==> src/rtl/ber_sync_ctrl_if.sv <==
// Bus bundle between the BER sync controller and its surroundings:
// received symbols and comparator strobes in, slot sequencing and
// measurement results out.
interface ber_sync_ctrl_if;
  logic [1:0]  bit_rev;
  logic        err_bit;
  logic        bit_tick;
  logic [1:0]  enable;
  logic [11:0] count;
  logic        lock;
  logic [10:0] count_frame;
  logic [19:0] error_cnt_display;
  logic        meas_done;

  // Environment side: drives symbols and error strobes, observes results.
  modport master (
    output bit_rev,
    output err_bit,
    input  bit_tick,
    input  enable,
    input  count,
    input  lock,
    input  count_frame,
    input  error_cnt_display,
    input  meas_done
  );

  // Controller side.
  modport slave (
    input  bit_rev,
    input  err_bit,
    output bit_tick,
    output enable,
    output count,
    output lock,
    output count_frame,
    output error_cnt_display,
    output meas_done
  );
endinterface

==> src/rtl/ber_sync_ctrl.sv <==
// Frame synchroniser and BER accumulator for the QPSK bit-error test chain.
// Hunts for the Barker-13 sync word, qualifies lock over CONFIRM further
// frame ends, sequences the slot index for the m-sequence comparator and
// totals comparator error strobes over MEAS_FRAMES locked frames.
// ACC_SAT is the accumulator ceiling; it defaults to the full 20-bit range.
module ber_sync_ctrl #(
  parameter int          FRAME_LEN   = 1040,
  parameter logic [12:0] SYNC_WORD   = 13'b1111100110101,
  parameter int          CONFIRM     = 2,
  parameter int          MISS_MAX    = 3,
  parameter int          MEAS_FRAMES = 999,
  parameter logic [19:0] ACC_SAT     = 20'hFFFFF
) (
  input  logic           clk_fs,
  input  logic           rst_n,
  ber_sync_ctrl_if.slave bus
);

  localparam logic [11:0] FRAME_END    = 12'(FRAME_LEN - 1);
  localparam logic [11:0] PAYLOAD_LAST = 12'(FRAME_LEN - 14);
  localparam logic [3:0]  CONFIRM_N    = 4'(CONFIRM);
  localparam logic [3:0]  MISS_N       = 4'(MISS_MAX);
  localparam logic [10:0] MEAS_N       = 11'(MEAS_FRAMES);

  typedef enum logic [1:0] {
    SEARCH = 2'd0,
    VERIFY = 2'd1,
    LOCK   = 2'd2
  } state_t;

  state_t      state;
  logic        tick;
  logic [12:0] sr;
  logic [11:0] sc;
  logic [3:0]  hits;
  logic [3:0]  misses;
  logic [19:0] acc;
  logic [10:0] frames;
  logic [1:0]  enable;
  logic        lock;
  logic [19:0] display;
  logic        meas_done;

  logic [12:0] shifted;
  logic        match;
  logic        frame_end;
  logic        payload;
  logic [10:0] frames_next;
  logic        window_done;
  logic        hit_confirm;
  logic        miss_drop;
  logic [19:0] acc_next;

  // Slot-level decode: shifted sync window, frame position and counter lookahead.
  always_comb begin
    shifted     = {sr[11:0], (bus.bit_rev == 2'b11)};
    match       = (shifted == SYNC_WORD);
    frame_end   = (sc == FRAME_END);
    payload     = (sc <= PAYLOAD_LAST);
    frames_next = frames + 11'd1;
    window_done = (frames_next == MEAS_N);
    hit_confirm = ((hits + 4'd1) == CONFIRM_N);
    miss_drop   = ((misses + 4'd1) == MISS_N);
    if (acc >= ACC_SAT) begin
      acc_next = ACC_SAT;
    end else begin
      acc_next = acc + 20'd1;
    end
  end

  // Sync FSM, slot counter, error accumulator and measurement window.
  always_ff @(posedge clk_fs) begin
    if (!rst_n) begin
      state     <= SEARCH;
      tick      <= 1'b0;
      sr        <= 13'd0;
      sc        <= 12'd0;
      hits      <= 4'd0;
      misses    <= 4'd0;
      acc       <= 20'd0;
      frames    <= 11'd0;
      enable    <= 2'b00;
      lock      <= 1'b0;
      display   <= 20'd0;
      meas_done <= 1'b0;
    end else begin
      tick      <= ~tick;
      meas_done <= 1'b0;
      if (tick) begin
        sr <= shifted;
        case (state)
          SEARCH: begin
            sc <= 12'd0;
            if (match) begin
              state <= VERIFY;
              hits  <= 4'd0;
            end
          end

          VERIFY: begin
            if (frame_end) begin
              sc <= 12'd0;
              if (match) begin
                hits <= hits + 4'd1;
                if (hit_confirm) begin
                  state  <= LOCK;
                  lock   <= 1'b1;
                  enable <= 2'b01;
                  misses <= 4'd0;
                  acc    <= 20'd0;
                  frames <= 11'd0;
                end
              end else begin
                state <= SEARCH;
              end
            end else begin
              sc <= sc + 12'd1;
            end
          end

          LOCK: begin
            if (payload && bus.err_bit) begin
              acc <= acc_next;
            end
            if (frame_end) begin
              sc <= 12'd0;
              if (!match && miss_drop) begin
                // Losing lock abandons the window in flight; the display keeps
                // the last completed total.
                state  <= SEARCH;
                lock   <= 1'b0;
                enable <= 2'b00;
                misses <= 4'd0;
                acc    <= 20'd0;
                frames <= 11'd0;
              end else begin
                misses <= match ? 4'd0 : (misses + 4'd1);
                if (window_done) begin
                  display   <= acc;
                  meas_done <= 1'b1;
                  acc       <= 20'd0;
                  frames    <= 11'd0;
                end else begin
                  frames <= frames_next;
                end
              end
            end else begin
              sc <= sc + 12'd1;
            end
          end

          default: begin
            state  <= SEARCH;
            sc     <= 12'd0;
            lock   <= 1'b0;
            enable <= 2'b00;
          end
        endcase
      end
    end
  end

  assign bus.bit_tick          = tick;
  assign bus.enable            = enable;
  assign bus.count             = sc;
  assign bus.lock              = lock;
  assign bus.count_frame       = frames;
  assign bus.error_cnt_display = display;
  assign bus.meas_done         = meas_done;

endmodule
==> src/flat_wrapper.sv <==
// flat-port wrapper written by rule: the top's interface ports become plain ports
module ber_sync_ctrl_flat 
#(
  parameter int          FRAME_LEN   = 1040,
  parameter logic [12:0] SYNC_WORD   = 13'b1111100110101,
  parameter int          CONFIRM     = 2,
  parameter int          MISS_MAX    = 3,
  parameter int          MEAS_FRAMES = 999,
  parameter logic [19:0] ACC_SAT     = 20'hFFFFF
)
  (clk_fs, rst_n, bus_bit_rev, bus_err_bit, bus_bit_tick, bus_enable, bus_count, bus_lock, bus_count_frame, bus_error_cnt_display, bus_meas_done);
  ber_sync_ctrl_if bus_i ();
  input  logic clk_fs;
  input  logic rst_n;
  input wire logic [$bits(bus_i.bit_rev)-1:0] bus_bit_rev;
  input wire logic [$bits(bus_i.err_bit)-1:0] bus_err_bit;
  output wire logic [$bits(bus_i.bit_tick)-1:0] bus_bit_tick;
  output wire logic [$bits(bus_i.enable)-1:0] bus_enable;
  output wire logic [$bits(bus_i.count)-1:0] bus_count;
  output wire logic [$bits(bus_i.lock)-1:0] bus_lock;
  output wire logic [$bits(bus_i.count_frame)-1:0] bus_count_frame;
  output wire logic [$bits(bus_i.error_cnt_display)-1:0] bus_error_cnt_display;
  output wire logic [$bits(bus_i.meas_done)-1:0] bus_meas_done;
  assign bus_i.bit_rev = bus_bit_rev;
  assign bus_i.err_bit = bus_err_bit;
  assign bus_bit_tick = bus_i.bit_tick;
  assign bus_enable = bus_i.enable;
  assign bus_count = bus_i.count;
  assign bus_lock = bus_i.lock;
  assign bus_count_frame = bus_i.count_frame;
  assign bus_error_cnt_display = bus_i.error_cnt_display;
  assign bus_meas_done = bus_i.meas_done;
  ber_sync_ctrl #(.FRAME_LEN(FRAME_LEN), .SYNC_WORD(SYNC_WORD), .CONFIRM(CONFIRM), .MISS_MAX(MISS_MAX), .MEAS_FRAMES(MEAS_FRAMES), .ACC_SAT(ACC_SAT)) u_core (.clk_fs(clk_fs), .rst_n(rst_n), .bus(bus_i));
endmodule
==> config.mk <==
export PLATFORM = sky130hd
export DESIGN_NAME = ber_sync_ctrl_flat
export DESIGN_NICKNAME = d
export VERILOG_FILES = /design/src/rtl/ber_sync_ctrl_if.sv /design/src/rtl/ber_sync_ctrl.sv /design/src/flat_wrapper.sv
export SDC_FILE = /design/constraint.sdc
export NUM_CORES = 1
export LEC_CHECK = 0
export CAP_MARGIN = 20
export CORE_UTILIZATION = 40
export DETAILED_ROUTE_END_ITERATION = 10
export PLACE_DENSITY = 0.62
export SLEW_MARGIN = 30
export SYNTH_ARGS = -nofsm -noshare
export SYNTH_HDL_FRONTEND = slang
export SYNTH_SLANG_ARGS = --single-unit
==> constraint.sdc <==
create_clock -name clk_fs -period 2.8 [get_ports clk_fs]
set_input_delay 0.84 -clock clk_fs [delete_from_list [all_inputs] [get_ports clk_fs]]
set_output_delay 0.84 -clock clk_fs [all_outputs]
set_load 0.03 [all_outputs]
======== Word-level counts from Yosys, hierarchy flattened ========
Index checks and enable logic that the tools add are counted.
word-level totals
  flip-flop bits (word level) ............. 90
  word-level logic and storage cells ...... 101
  output and inout port bits .............. 48
cells by class
  multiplexer cells ....................... 47
  eq/ne operators ......................... 15
  reduce and logical (&&, ||, !) cells .... 14
  bitwise logic cells ..................... 6
  magnitude comparators ................... 2
  add/sub/neg operators ................... 5
operator list
  kind                   count
  $mux 20                8
  $mux 11                6
  $pmux 20 s2            1
  $mux 4                 9
  $mux 12                2
  $pmux 11 s2            1
  $add 20x1->20 const B  1
  $ge 20x20->1 const B   1
  $mux 2                 9
  $pmux 4 s2             2
  $reduce_and 5->1       3
  $eq 13x13->1 const B   1
  $add 12x1->12 const B  1
  $eq 12x11->1 const B   1
  $le 12x11->1 const B   1
  $ne 2x1->1 const B     6
  $pmux 2 s3             2
  $reduce_and 6->1       2
  $add 11x1->11 const B  1
  $eq 11x10->1 const B   1
  $add 4x1->4 const B    2
  $eq 4x2->1 const B     2
  $reduce_and 7->1       1
  $mux 1                 6
  other kinds (11)       19

======== Logic depth before layout (Yosys ltp) ========
Gate-level depths: netlist of run 1.
  depth in word-level cells ............... 7
  depth in mapped cells ................... 11
  depth with buffers taken out ............ 9

======== Worst setup path before layout of run 1 ========
Ideal clock, no wire load.
  kind .................................... in2reg
  start point ............................. in bus_bit_rev[0]
  end point ............................... reg u_core.acc[17]
  data arrival time ....................... 2.603 ns
  setup time .............................. 0.127 ns
  cell stages on the path ................. 9
  required time ........................... 2.673 ns
  buffers on the path ..................... 2
  path slack .............................. 0.070 ns
  cells stage by stage .................... nand2_1 > or4_1 > buf_2 > nor4b_4 > mux2_2 > a21oi_1 > clkbuf_1 > o2bb2ai_1 > o21bai_1
between the ends
  word-level cells in the longest chain between the ends .. 7
  elaborated cells between the ends (all ways) .. 9
  those cells by class .................... eq/ne (3); mux (3); reduce/logical (3)
RTL lines
  element                 RTL line              source
  start: declaration      flat_wrapper.sv:15    input wire logic [$bits(bus_i.bit_rev)-1:0] bus_bit_rev;
  $eq 2x2->1 (*)          ber_sync_ctrl.sv:56   shifted = {sr[11:0], (bus.bit_rev == 2'b11)};
  $eq 13x13->1 (*)        ber_sync_ctrl.sv:57   match = (shifted == SYNC_WORD);
  $logic_not 1->1         ber_sync_ctrl.sv:127  if (!match && miss_drop) begin
  $logic_and 1x1->1       ber_sync_ctrl.sv:127
  $mux 20                 ber_sync_ctrl.sv:127
  $mux 20                 ber_sync_ctrl.sv:125  if (frame_end) begin
  $pmux 20 s2             ber_sync_ctrl.sv:91   case (state)
  end signal: assignment  ber_sync_ctrl.sv:123  acc <= acc_next;
  end: declaration        ber_sync_ctrl.sv:37   logic [19:0] acc;
Mark *: on every way between the ends. The rest lies on a longest branch, timed or not.
A chain may end at the register's enable or synchronous reset.

======== Worst setup path after layout of run 1 ========
  start point ............................. reg u_core.sr[2]
  end point ............................... reg u_core.acc[0]
between the ends
  word-level cells in the longest chain between the ends .. 6
  elaborated cells between the ends (all ways) .. 8
  those cells by class .................... eq/ne (2); mux (3); reduce/logical (3)
RTL lines
  element                   RTL line              source
  start: declaration        ber_sync_ctrl.sv:33   logic [12:0] sr;
  start signal: assignment  ber_sync_ctrl.sv:90   sr <= shifted;
  $eq 13x13->1 (*)          ber_sync_ctrl.sv:57
  $logic_not 1->1           ber_sync_ctrl.sv:127
  $logic_and 1x1->1         ber_sync_ctrl.sv:127
  $mux 20                   ber_sync_ctrl.sv:127
  $mux 20                   ber_sync_ctrl.sv:125
  $pmux 20 s2               ber_sync_ctrl.sv:91
Marked as above.

==> results of run 1 <==
-- state kept, by name, summed over array words and instances (netlist names), 2 cells and up --
signal                        flops
u_core.acc                       20
u_core.hits                       4
u_core.sr                        12
u_core.misses                     4
u_core.bus.count                 12
u_core.bus.error_cnt_display     20
u_core.bus.count_frame           11
u_core.state                      2
-- through the flow --
step	total power, µW	worst slack, ns	instances	cell area, µm²	hold slack (ns)
2_1_floorplan	1340	0.0703	579	4560	0.449
3_3_place_gp	1360	-0.491	770	5420	0.441
3_5_place_dp	1370	-0.560	770	5420	0.443
4_1_cts	2580	0.0888	789	5780	0.452
5_1_grt	2640	-0.0246	792	5840	0.469
6_report	2540	0.0778	792	5840	0.448
-- cells in the final DEF (no fill, tap or decap), types with 5 or more instances in the layout --
cell and instances:
sky130_fd_sc_hd__nand3b_1 7, sky130_fd_sc_hd__nand4b_1 6, sky130_fd_sc_hd__and4_1 9, sky130_fd_sc_hd__clkbuf_16 9, sky130_fd_sc_hd__a21oi_1 49, sky130_fd_sc_hd__and3_1 9, sky130_fd_sc_hd__nand2_1 72, sky130_fd_sc_hd__nand3_1 20
sky130_fd_sc_hd__nand4_1 13, sky130_fd_sc_hd__a31oi_1 10, sky130_fd_sc_hd__nor3_1 14, sky130_fd_sc_hd__o21ai_1 5, sky130_fd_sc_hd__nor2_1 69, sky130_fd_sc_hd__ha_1 12, sky130_fd_sc_hd__o21ai_0 23, sky130_fd_sc_hd__inv_1 21
sky130_fd_sc_hd__dfxtp_1 87, sky130_fd_sc_hd__xor2_1 8, sky130_fd_sc_hd__o22ai_1 7, sky130_fd_sc_hd__nand2b_1 8, sky130_fd_sc_hd__clkdlybuf4s50_1 49, sky130_fd_sc_hd__and2_1 11, sky130_fd_sc_hd__mux2i_1 14, sky130_fd_sc_hd__nor4_1 5
sky130_fd_sc_hd__buf_4 37
-- power groups by stage --
stage                     clock network [µW]  logic (µW)  registers [µW]
final                                   1210        78.9            1260
after global placement                     0        79.0            1290
after detailed placement                   0        79.8            1290
after floorplan                            0        45.5            1290
after CTS                               1240        79.3            1260
after global routing                    1290        86.8            1260
-- what timing repair did --
action,CTS,global route
endpoints found under the hold margin,0,0
gates cloned,1,0
setup buffers,2,3
pin swaps,9,6
gates resized for setup,10,13
setup endpoints to repair,58,17
-- worst max-delay path: stages, from the launching register on --
cell and delay, ns:
sky130_fd_sc_hd__dfxtp_2 0.32, sky130_fd_sc_hd__or4b_1 0.50, sky130_fd_sc_hd__or4_4 0.57, sky130_fd_sc_hd__nor4b_4 0.34
sky130_fd_sc_hd__o21a_1 0.26, sky130_fd_sc_hd__and2_4 0.22, sky130_fd_sc_hd__buf_12 0.12, sky130_fd_sc_hd__nand2_1 0.06
sky130_fd_sc_hd__a311oi_2 0.24
-- per-layer routing --
layer | wire length [µm] | global-route usage (%) | share of wire [%] | vias up
met3 | 335 | 3.29 | 3.0 | 13
met2 | 4990 | 31.1 | 45 | 78
met5 | 0 | 0 | 0 | -
li1 | - | - | - | 2166
met1 | 5650 | 28.2 | 51 | 2020
met4 | 182 | 7.92 | 1.6 | 0
-- final timing paths --
| check | start | to | slack [ns] | cells after the start |
|---|---|---|---|---|
| min reg2reg | u_core.bus.error_cnt_display[15] | u_core.bus.error_cnt_display[15] | 0.45 | 2 |
| max reg2reg | u_core.sr[2] | u_core.acc[0] | 0.08 | 8 |
| max | u_core.sr[2] | u_core.acc[0] | 0.08 | 8 |
| min | u_core.bus.error_cnt_display[15] | u_core.bus.error_cnt_display[15] | 0.45 | 2 |
-- cell type report --
type / instances / area share (%)
multi-input combinational: 430 / 44.4
sequential: 88 / 30.2
timing repair buffer: 96 / 15.9
clock buffer: 13 / 4.45
tap: 140 / 3.00
inverter: 22 / 1.41
clock inverter: 3 / 0.685
-- kinds of logic (layout without fill, tap and decap cells) --
| logic type | count (synthesis) | after routing | synth area share [%] |
|---|---|---|---|
| fa+ha+maj | 12 | 12 | 3.29 |
| buf+inv | 61 | 134 | 5.46 |
| simple gates | 261 | 261 | 29.1 |
| flops | 88 | 88 | 38.7 |
| other cells | 1 | 1 | 0.0823 |
| xor+xnor | 11 | 11 | 2.11 |
| compound gates | 130 | 130 | 18.0 |
| mux | 15 | 15 | 3.32 |
==> implementation parameters, run 1 <==
Parameter                              Value

Run status
  Result of the run ... complete, no violations

Synthesis
  Fraction of the yosys area taken by sequential cells ... 38.7%
  Commonest cells in the netlist ... sky130_fd_sc_hd__dfxtp_1 (88), sky130_fd_sc_hd__nand2_1 (72), sky130_fd_sc_hd__nor2_1 (69), sky130_fd_sc_hd__a21oi_1 (51)
  Cell count after synthesis ... 579
  Cell with the most instances after synthesis ... sky130_fd_sc_hd__dfxtp_1
  Post-Syn Nets ... 596
  Count of flip-flops with a built-in enable after synthesis ... 0
  Cell type with the largest total area after synthesis ... sky130_fd_sc_hd__dfxtp_1
  Area share of the leading cell type in the synthesized netlist ... 38.7%
  Unique cell type count in the Yosys netlist ... 61
  Synth Area per Inst ... 7.87 µm²
  Ys async rst share ... 0%
  Synth Cell Area ... 0.00456 mm²
  Flops & latches, synth ... 88
  Synth warnings ... 0
  Most instantiated flip-flop cell in the synthesis netlist ... sky130_fd_sc_hd__dfxtp_1
  Main area contributors after synthesis ... sky130_fd_sc_hd__dfxtp_1 (39%), sky130_fd_sc_hd__nand2_1 (5.9%), sky130_fd_sc_hd__nor2_1 (5.7%)

Global route
  Number of antenna violations at the first check in global routing ... 0
  Grt ovf ... 0
  GRT Util Overall ... 20.3%
  Number of global-route vias before repair ... 3949
  Global-route wire length before repair ... 19000 µm
  Pin count of the biggest net entering global routing ... 50

Finish
  Net count reported at finish ... 664
  Layout cells sized above 1 ... 12.6%
  Register Area ... 0.00176 mm²
  Total area of multi-input combinational cells ... between 0.002 and 0.003 mm²
  Antenna diode instance count ... 0
  Final core utilization ... 53.2%
  Filler cell count ... about 1100
  Synth-to-layout area growth ... 28.2%

Timing
  Layout Skew ... a little over 0.007 ns
  Max transition margin ... about two thirds
  Setup-failing EPs final ... 0
  Pins Over Slew Limit ... 0
  Worst Max-Slew Pin Slew ... 0.525 ns
  Achievable Freq ... 367 MHz
  Hold violation total from the final report ... 0
  Setup Total Neg Slack ... 0 ns
  Time the worst path needs with I/O delays and setup ... 2.72 ns
  Final worst path period share ... 97.2%
  RSZ-0062 raised after global routing ... true

Clock tree
  Clock Path Buffers ... 2
  Number of CTS-inserted buffers ... 9
  Total of hold buffers inserted after clock tree synthesis ... 0
  Clock transition at the registers of the reported paths ... around 0.060 ns
  Clock tree sinks ... 88
  Root cell of the clock tree ... sky130_fd_sc_hd__clkbuf_16
  Clock network latency to the later pin of the worst-skew pair ... 0.34 ns
  Number of levels in the clock H-tree ... 3
  TritonCTS clock tree ... built

Die
  Effective utilization at floorplan ... between 40% and 50%
  Y dimension of the die ... 109 µm
  FP Rows ... 38
  Die area ... 0.0118 mm²
  Core area ... 0.0110 mm²
  I/O pin cnt ... 53
  Die span in x ... 109 µm

Power and ir drop
  Part of the power in combinational logic ... between 3 and 4%
  Clock network power share ... a little under half
  Switching component of the power ... 523 µW
  Net switching share of the total power ... 20.6%
  Leak Pwr ... about 0.0020 µW
  Power density relative to cell area ... 435 mW/mm²
  Internal power consumption ... 2020 µW
  Maximum vdd ir drop ... 0.284 mV
  Share of power burned in registers ... between 40% and 50%

Routing
  Residual antenna-violating net count after detailed routing ... 0
  Violation count after the first detailed-routing iteration ... 258
  Number of iterations in the first detailed-routing pass ... 4
  # DRC ... 0
  Average vias per placed instance ... approximately 5.4
  Wire length per cell ... around 14 µm
  Via count ... 4277
  Routed Wire Length ... 11200 µm

Place
  Gpl congestion ... 0.845
  Half-perimeter wire length after placement ... ~7700 µm
  IO buf count ... 51

Worst setup path
  Critical Path End Type ... flop
  Critical path launch point type ... flop
  Arr. time, crit path ... 2.97 ns
  Critical path class ... reg -> reg
  Req. time, crit path ... 3.05 ns
  CP max FO ... 7

Hold path
  Tightest Hold Check Type ... reg -> reg

Job
  Number of max-cap violations ... 0
Note: power is estimated with default switching activity, not from simulation.
==> run 2, diff against run 1 <==
--- a/config.mk
+++ b/config.mk
@@ -8,7 +8,7 @@
 export CAP_MARGIN = 20
 export CORE_UTILIZATION = 40
 export DETAILED_ROUTE_END_ITERATION = 10
-export PLACE_DENSITY = 0.62
+export PLACE_DENSITY_LB_ADDON = 0.12
 export SLEW_MARGIN = 30
 export SYNTH_ARGS = -nofsm -noshare
 export SYNTH_HDL_FRONTEND = slang
==> implementation parameters, run 2 (synthesized netlist as in run 1, its figures left out) <==
Parameter                              Value

Worst setup path
  Critical path launch point type ... flop
  Arr. time, crit path ... 2.96 ns
  Critical Path End Type ... flop
  Req. time, crit path ... 3.08 ns
  Critical path class ... reg -> reg
  CP max FO ... 9

Timing
  Final worst path period share ... 96.0%
  Achievable Freq ... 372 MHz
  Worst Max-Slew Pin Slew ... 0.546 ns
  Time the worst path needs with I/O delays and setup ... 2.69 ns
  Setup-failing EPs final ... 0
  Hold violation total from the final report ... 0
  Layout Skew ... 0.0100 ns
  Setup slack of the critical path after layout ... about 0.11 ns
  Max transition margin ... 63.3%
  RSZ-0062 raised after global routing ... true
  Pins Over Slew Limit ... 0

Die
  Effective utilization at floorplan ... 41.5%
  I/O pin cnt ... 53
  Core area ... 0.0110 mm²
  Y dimension of the die ... around 110 µm
  Die area ... between 0.01 and 0.015 mm²
  FP Rows ... 38
  Die span in x ... ~110 µm

Place
  Half-perimeter wire length after placement ... between 7000 and 8000 µm
  IO buf count ... 51
  Gpl congestion ... 0.800
  Worst setup slack before clock tree synthesis ... -0.543 ns
  Placed cell count ... 767

Power and ir drop
  Maximum vdd ir drop ... 0.294 mV
  Power density relative to cell area ... 473 mW/mm²
  Leak Pwr ... 0.00202 µW
  Power, Total ... 2760 µW

Global route
  Global-route wire length before repair ... 19000 µm
  Pin count of the biggest net entering global routing ... 65
  GRT Util Overall ... 20.5%
  Number of global-route vias before repair ... 3922
  Grt ovf ... 0
  Number of antenna violations at the first check in global routing ... 0

Routing
  Average vias per placed instance ... 5.40
  Number of iterations in the first detailed-routing pass ... 5
  Routed Wire Length ... between 10000 and 15000 µm
  Violation count after the first detailed-routing iteration ... about 280
  # DRC ... 0
  Via count ... ~4300
  Wire length per cell ... 14.3 µm
  Residual antenna-violating net count after detailed routing ... 0

Job
  Number of max-cap violations ... 0

Hold path
  Tightest Hold Check Type ... reg -> reg

Finish
  Layout cells sized above 1 ... 11.7%
  Filler cell count ... 1037
  Synth-to-layout area growth ... 28.1%
  Highest-count cells in the layout ignoring fill and taps ... sky130_fd_sc_hd__dfxtp_1 (87), sky130_fd_sc_hd__nand2_1 (72), sky130_fd_sc_hd__nor2_1 (68), sky130_fd_sc_hd__a21oi_1 (51), sky130_fd_sc_hd__clkdlybuf4s50_1 (49)
  Antenna diode instance count ... 0
  Final std cells w/o fill ... 788
  Net count reported at finish ... 660
  Commonest non-fill, non-tap cell in the layout ... sky130_fd_sc_hd__dfxtp_1

Clock tree
  Clock Path Buffers ... 2
  Root cell of the clock tree ... sky130_fd_sc_hd__clkbuf_16
  Number of levels in the clock H-tree ... 3
  Number of CTS-inserted buffers ... 9
  Total of hold buffers inserted after clock tree synthesis ... 0
  Clock tree sinks ... roughly 90
  TritonCTS clock tree ... built
  Clock transition at the registers of the reported paths ... ~0.060 ns
  Clock network latency to the later pin of the worst-skew pair ... about 0.35 ns

Run status
  Result of the run ... complete, no violations
[run 2: critical path, cell delays in order, from the launching register on]
cell and delay [ns]:
sky130_fd_sc_hd__dfxtp_2 0.32, sky130_fd_sc_hd__or4b_1 0.53, sky130_fd_sc_hd__or4_4 0.57, sky130_fd_sc_hd__buf_6 0.17, sky130_fd_sc_hd__a31oi_4 0.19, sky130_fd_sc_hd__o21ai_1 0.20
sky130_fd_sc_hd__buf_4 0.24, sky130_fd_sc_hd__nor4_2 0.16, sky130_fd_sc_hd__a31oi_1 0.08, sky130_fd_sc_hd__a21oi_1 0.17
[run 2: per-layer routing]
metal | vias up | part of all wire (%) | global-route usage [%]
li1 | 2172 | - | -
met5 | - | 0 | 0
met2 | 74 | 45 | 32.9
met4 | 0 | 0.77 | 7.82
met1 | 2006 | 50 | 27.4
met3 | 6 | 4.3 | 3.47
[run 2: per-stage QoR]
stage	util, %	instance area, µm²	TNS (ns)	hold WS, ns
3_5_place_dp	49.1	5400	-26.36	0.443
4_1_cts	53.0	5820	0	0.452
6_report	53.2	5840	0	0.449
5_1_grt	53.2	5840	-0.0240	0.462
2_1_floorplan	-	4560	0	0.449
3_3_place_gp	49.1	5400	-24.99	0.440
[run 2: layout make-up]
cell class                      instances  area (µm²)  area share (%)
Clock buffer                           11         253            4.33
Inverter                               22        82.6            1.41
Timing Repair Buffer                   92         883            15.1
Sequential cell                        88        1760            30.2
Clock inverter                          5         103            1.76
Multi-Input combinational cell        430        2580            44.2
Tap cell                              140         175            3.00
[run 2: power breakdown]
| part | leakage (µW) | switching [µW] | internal (µW) | total (µW) |
|---|---|---|---|---|
| combinational | 0.00114 | 50.6 | 27.0 | 77.6 |
| sequential | 0.000709 | 2.56 | 1250 | 1260 |
| clock | 0.000172 | 506 | 919 | 1420 |
| total | 0.00202 | 559 | 2200 | 2760 |
[run 2: repair_timing]
action / in CTS / in global routing
resized for setup: 14 / 6
pin swaps: 5 / 8
cloned: 1 / 1
setup endpoints to repair: 59 / 6
setup buffers: 3 / 0
[run 2: final timing paths]
check | from | end | slack (ns) | cells past startpoint
worst max register to register | u_core.sr[6] | u_core.bus.count_frame[9] | 0.11 | 9
worst min register to register | u_core.bus.error_cnt_display[0] | u_core.bus.error_cnt_display[0] | 0.45 | 2
worst min-delay path | u_core.bus.error_cnt_display[0] | u_core.bus.error_cnt_display[0] | 0.45 | 2
worst max-delay path | u_core.sr[6] | u_core.bus.count_frame[9] | 0.11 | 9
==> run 3, diff against run 2 <==
--- a/config.mk
+++ b/config.mk
@@ -9,6 +9,7 @@
 export CORE_UTILIZATION = 40
 export DETAILED_ROUTE_END_ITERATION = 10
 export PLACE_DENSITY_LB_ADDON = 0.12
+export REMOVE_ABC_BUFFERS = 1
 export SLEW_MARGIN = 30
 export SYNTH_ARGS = -nofsm -noshare
 export SYNTH_HDL_FRONTEND = slang
==> implementation parameters, run 3 (synthesized netlist as in run 1, its figures left out) <==
Parameter                              Value

Run status
  Result of the run ... complete, no violations

Routing
  Average vias per placed instance ... 5.43
  Routed Wire Length ... 10900 µm
  Residual antenna-violating net count after detailed routing ... 0
  Number of iterations in the first detailed-routing pass ... 4
  Violation count after the first detailed-routing iteration ... approximately 170
  # DRC ... 0
  Via count ... about 4300
  Wire length per cell ... 13.8 µm

Die
  Y dimension of the die ... 109 µm
  FP Rows ... 38
  Die span in x ... 109 µm
  Die area ... roughly 0.012 mm²
  I/O pin cnt ... 53
  Effective utilization at floorplan ... 41.5%
  Core area ... 0.0110 mm²

Clock tree
  Total of hold buffers inserted after clock tree synthesis ... 0
  Clock network latency to the later pin of the worst-skew pair ... between 0.3 and 0.4 ns
  Number of levels in the clock H-tree ... 3
  Number of setup buffers added after CTS ... 0
  Number of CTS-inserted buffers ... 9
  Clock tree sinks ... 88
  Root cell of the clock tree ... sky130_fd_sc_hd__clkbuf_16
  Clock transition at the registers of the reported paths ... about 0.060 ns
  TritonCTS clock tree ... built
  Clock Path Buffers ... 2

Worst setup path
  Critical path launch point type ... input port
  Critical Path End Type ... flop
  Cells traversed along the worst timing path ... dlygate4sd2_1 > nand2_1 > or4_4 > nor4b_4 > buf_4 > o211ai_4 > buf_6 > nor4_4 > a31oi_1 > a21oi_1
  Category of cells accounting for the largest share of critical-path delay ... simple AND/OR/NAND/NOR gates
  Number of buffers and inverters on the critical path ... 3
  Slowest stage cell on the critical path ... sky130_fd_sc_hd__or4_4
  Worst stage delay on the critical path ... 0.54 ns
  Arr. time, crit path ... 2.88 ns
  Critical path class ... in -> reg
  Req. time, crit path ... 3.06 ns
  CP max FO ... 8

Finish
  Final design instance area without fill ... around 0.0057 mm²
  Final core utilization ... 52.1%
  Layout cells sized above 1 ... between 10% and 20%
  Synth-to-layout area growth ... 25.5%
  Commonest non-fill, non-tap cell in the layout ... sky130_fd_sc_hd__dfxtp_1
  Net count reported at finish ... 658
  Antenna diode instance count ... 0
  Filler cell count ... roughly 1100
  Highest-count cells in the layout ignoring fill and taps ... sky130_fd_sc_hd__dfxtp_1 (88), sky130_fd_sc_hd__nand2_1 (72), sky130_fd_sc_hd__nor2_1 (68), sky130_fd_sc_hd__a21oi_1 (50), sky130_fd_sc_hd__clkdlybuf4s50_1 (49)

Hold path
  Tightest Hold Check Type ... reg -> reg

Timing
  Hold violation total from the final report ... 0
  Layout Skew ... 0.00880 ns
  Setup-failing EPs final ... 0
  Max transition margin ... a little over three fifths
  Worst Max-Slew Pin Slew ... 0.549 ns
  RSZ-0062 raised after global routing ... false
  Pins Over Slew Limit ... 0
  Hold Worst Slack ... about 0.45 ns
  Achievable Freq ... 382 MHz
  Time the worst path needs with I/O delays and setup ... 2.62 ns
  Final worst path period share ... 93.6%
  Setup slack of the critical path after layout ... approximately 0.18 ns

Place
  IO buf count ... 51
  Placed inst area ... 0.00540 mm²
  Gpl congestion ... 0.805
  Worst setup slack before clock tree synthesis ... -0.576 ns
  Half-perimeter wire length after placement ... 7510 µm

Power and ir drop
  Leak Pwr ... 0.00196 µW
  Maximum vdd ir drop ... ~0.22 mV
  Power density relative to cell area ... 420 mW/mm²

Global route
  Pin count of the biggest net entering global routing ... 51
  Global-route wire length before repair ... 18600 µm
  Number of global-route vias before repair ... 3918
  Grt ovf ... 0
  Number of antenna violations at the first check in global routing ... 0
  GRT Util Overall ... about 20%

Job
  Number of max-cap violations ... 0
[run 3: cell count changes in the layout (fill, tap and decap cells not counted), sizes merged]
| cell | delta |
|---|---|
| bufinv | -3 |
| buf | -2 |
| clkinv | +2 |
[run 3: repair_timing]
item / in CTS / in global routing
gates resized for setup: 12 / 7
pin swaps: 9 / 3
cloned: 1 / 0
setup endpoints to repair: 56 / 17
[run 3: path summary, 6_finish.rpt]
path	cells past startpoint	endpoint	startpoint	slack [ns]
setup / recovery	10	u_core.bus.count_frame[5]	bus_bit_rev[1]	0.18
hold / removal	2	u_core.bus.error_cnt_display[19]	u_core.bus.error_cnt_display[19]	0.45
setup reg to reg	9	u_core.bus.count_frame[5]	u_core.sr[2]	0.20
hold reg to reg	2	u_core.bus.error_cnt_display[19]	u_core.bus.error_cnt_display[19]	0.45
[run 3: tightest hold or removal path: stages (launching register included)]
cell and delay [ns]:
sky130_fd_sc_hd__dfxtp_1 0.31, sky130_fd_sc_hd__nand2_1 0.05, sky130_fd_sc_hd__a21oi_1 0.05
[run 3: routing by layer]
metal	GRT usage (%)	wire length, µm
met1	26.2	5360
met2	32.1	4890
met3	4.00	438
met4	6.56	161
met5	0	0
[run 3: final cells by class]
class                   count  area, µm²  share of cell area, %
clock buffers              11        233                   4.07
flip-flops and latches     88       1760                   30.8
multi-input cells         430       2600                   45.5
clock inverters             4       22.5                  0.394
well taps                 140        175                   3.06
repair buffers             90        843                   14.7
inverters                  22       82.6                   1.44
[run 3: stage by stage]
| step | total power [µW] | TNS [ns] | instances |
|---|---|---|---|
| final | 2400 | 0 | 785 |
| after global routing | 2490 | 0 | 785 |
| after CTS | 2440 | 0 | 785 |
| after detailed placement | 1360 | -26.39 | 769 |
| after global placement | 1360 | -25.31 | 769 |
| after floorplan | 1330 | -4.13 | 540 |
[run 3: report_power, final]
group	internal (µW)	total (µW)	switching, µW
clock network	592	1070	475
logic	26.8	78.6	51.8
registers	1250	1260	2.73
total	1870	2400	530
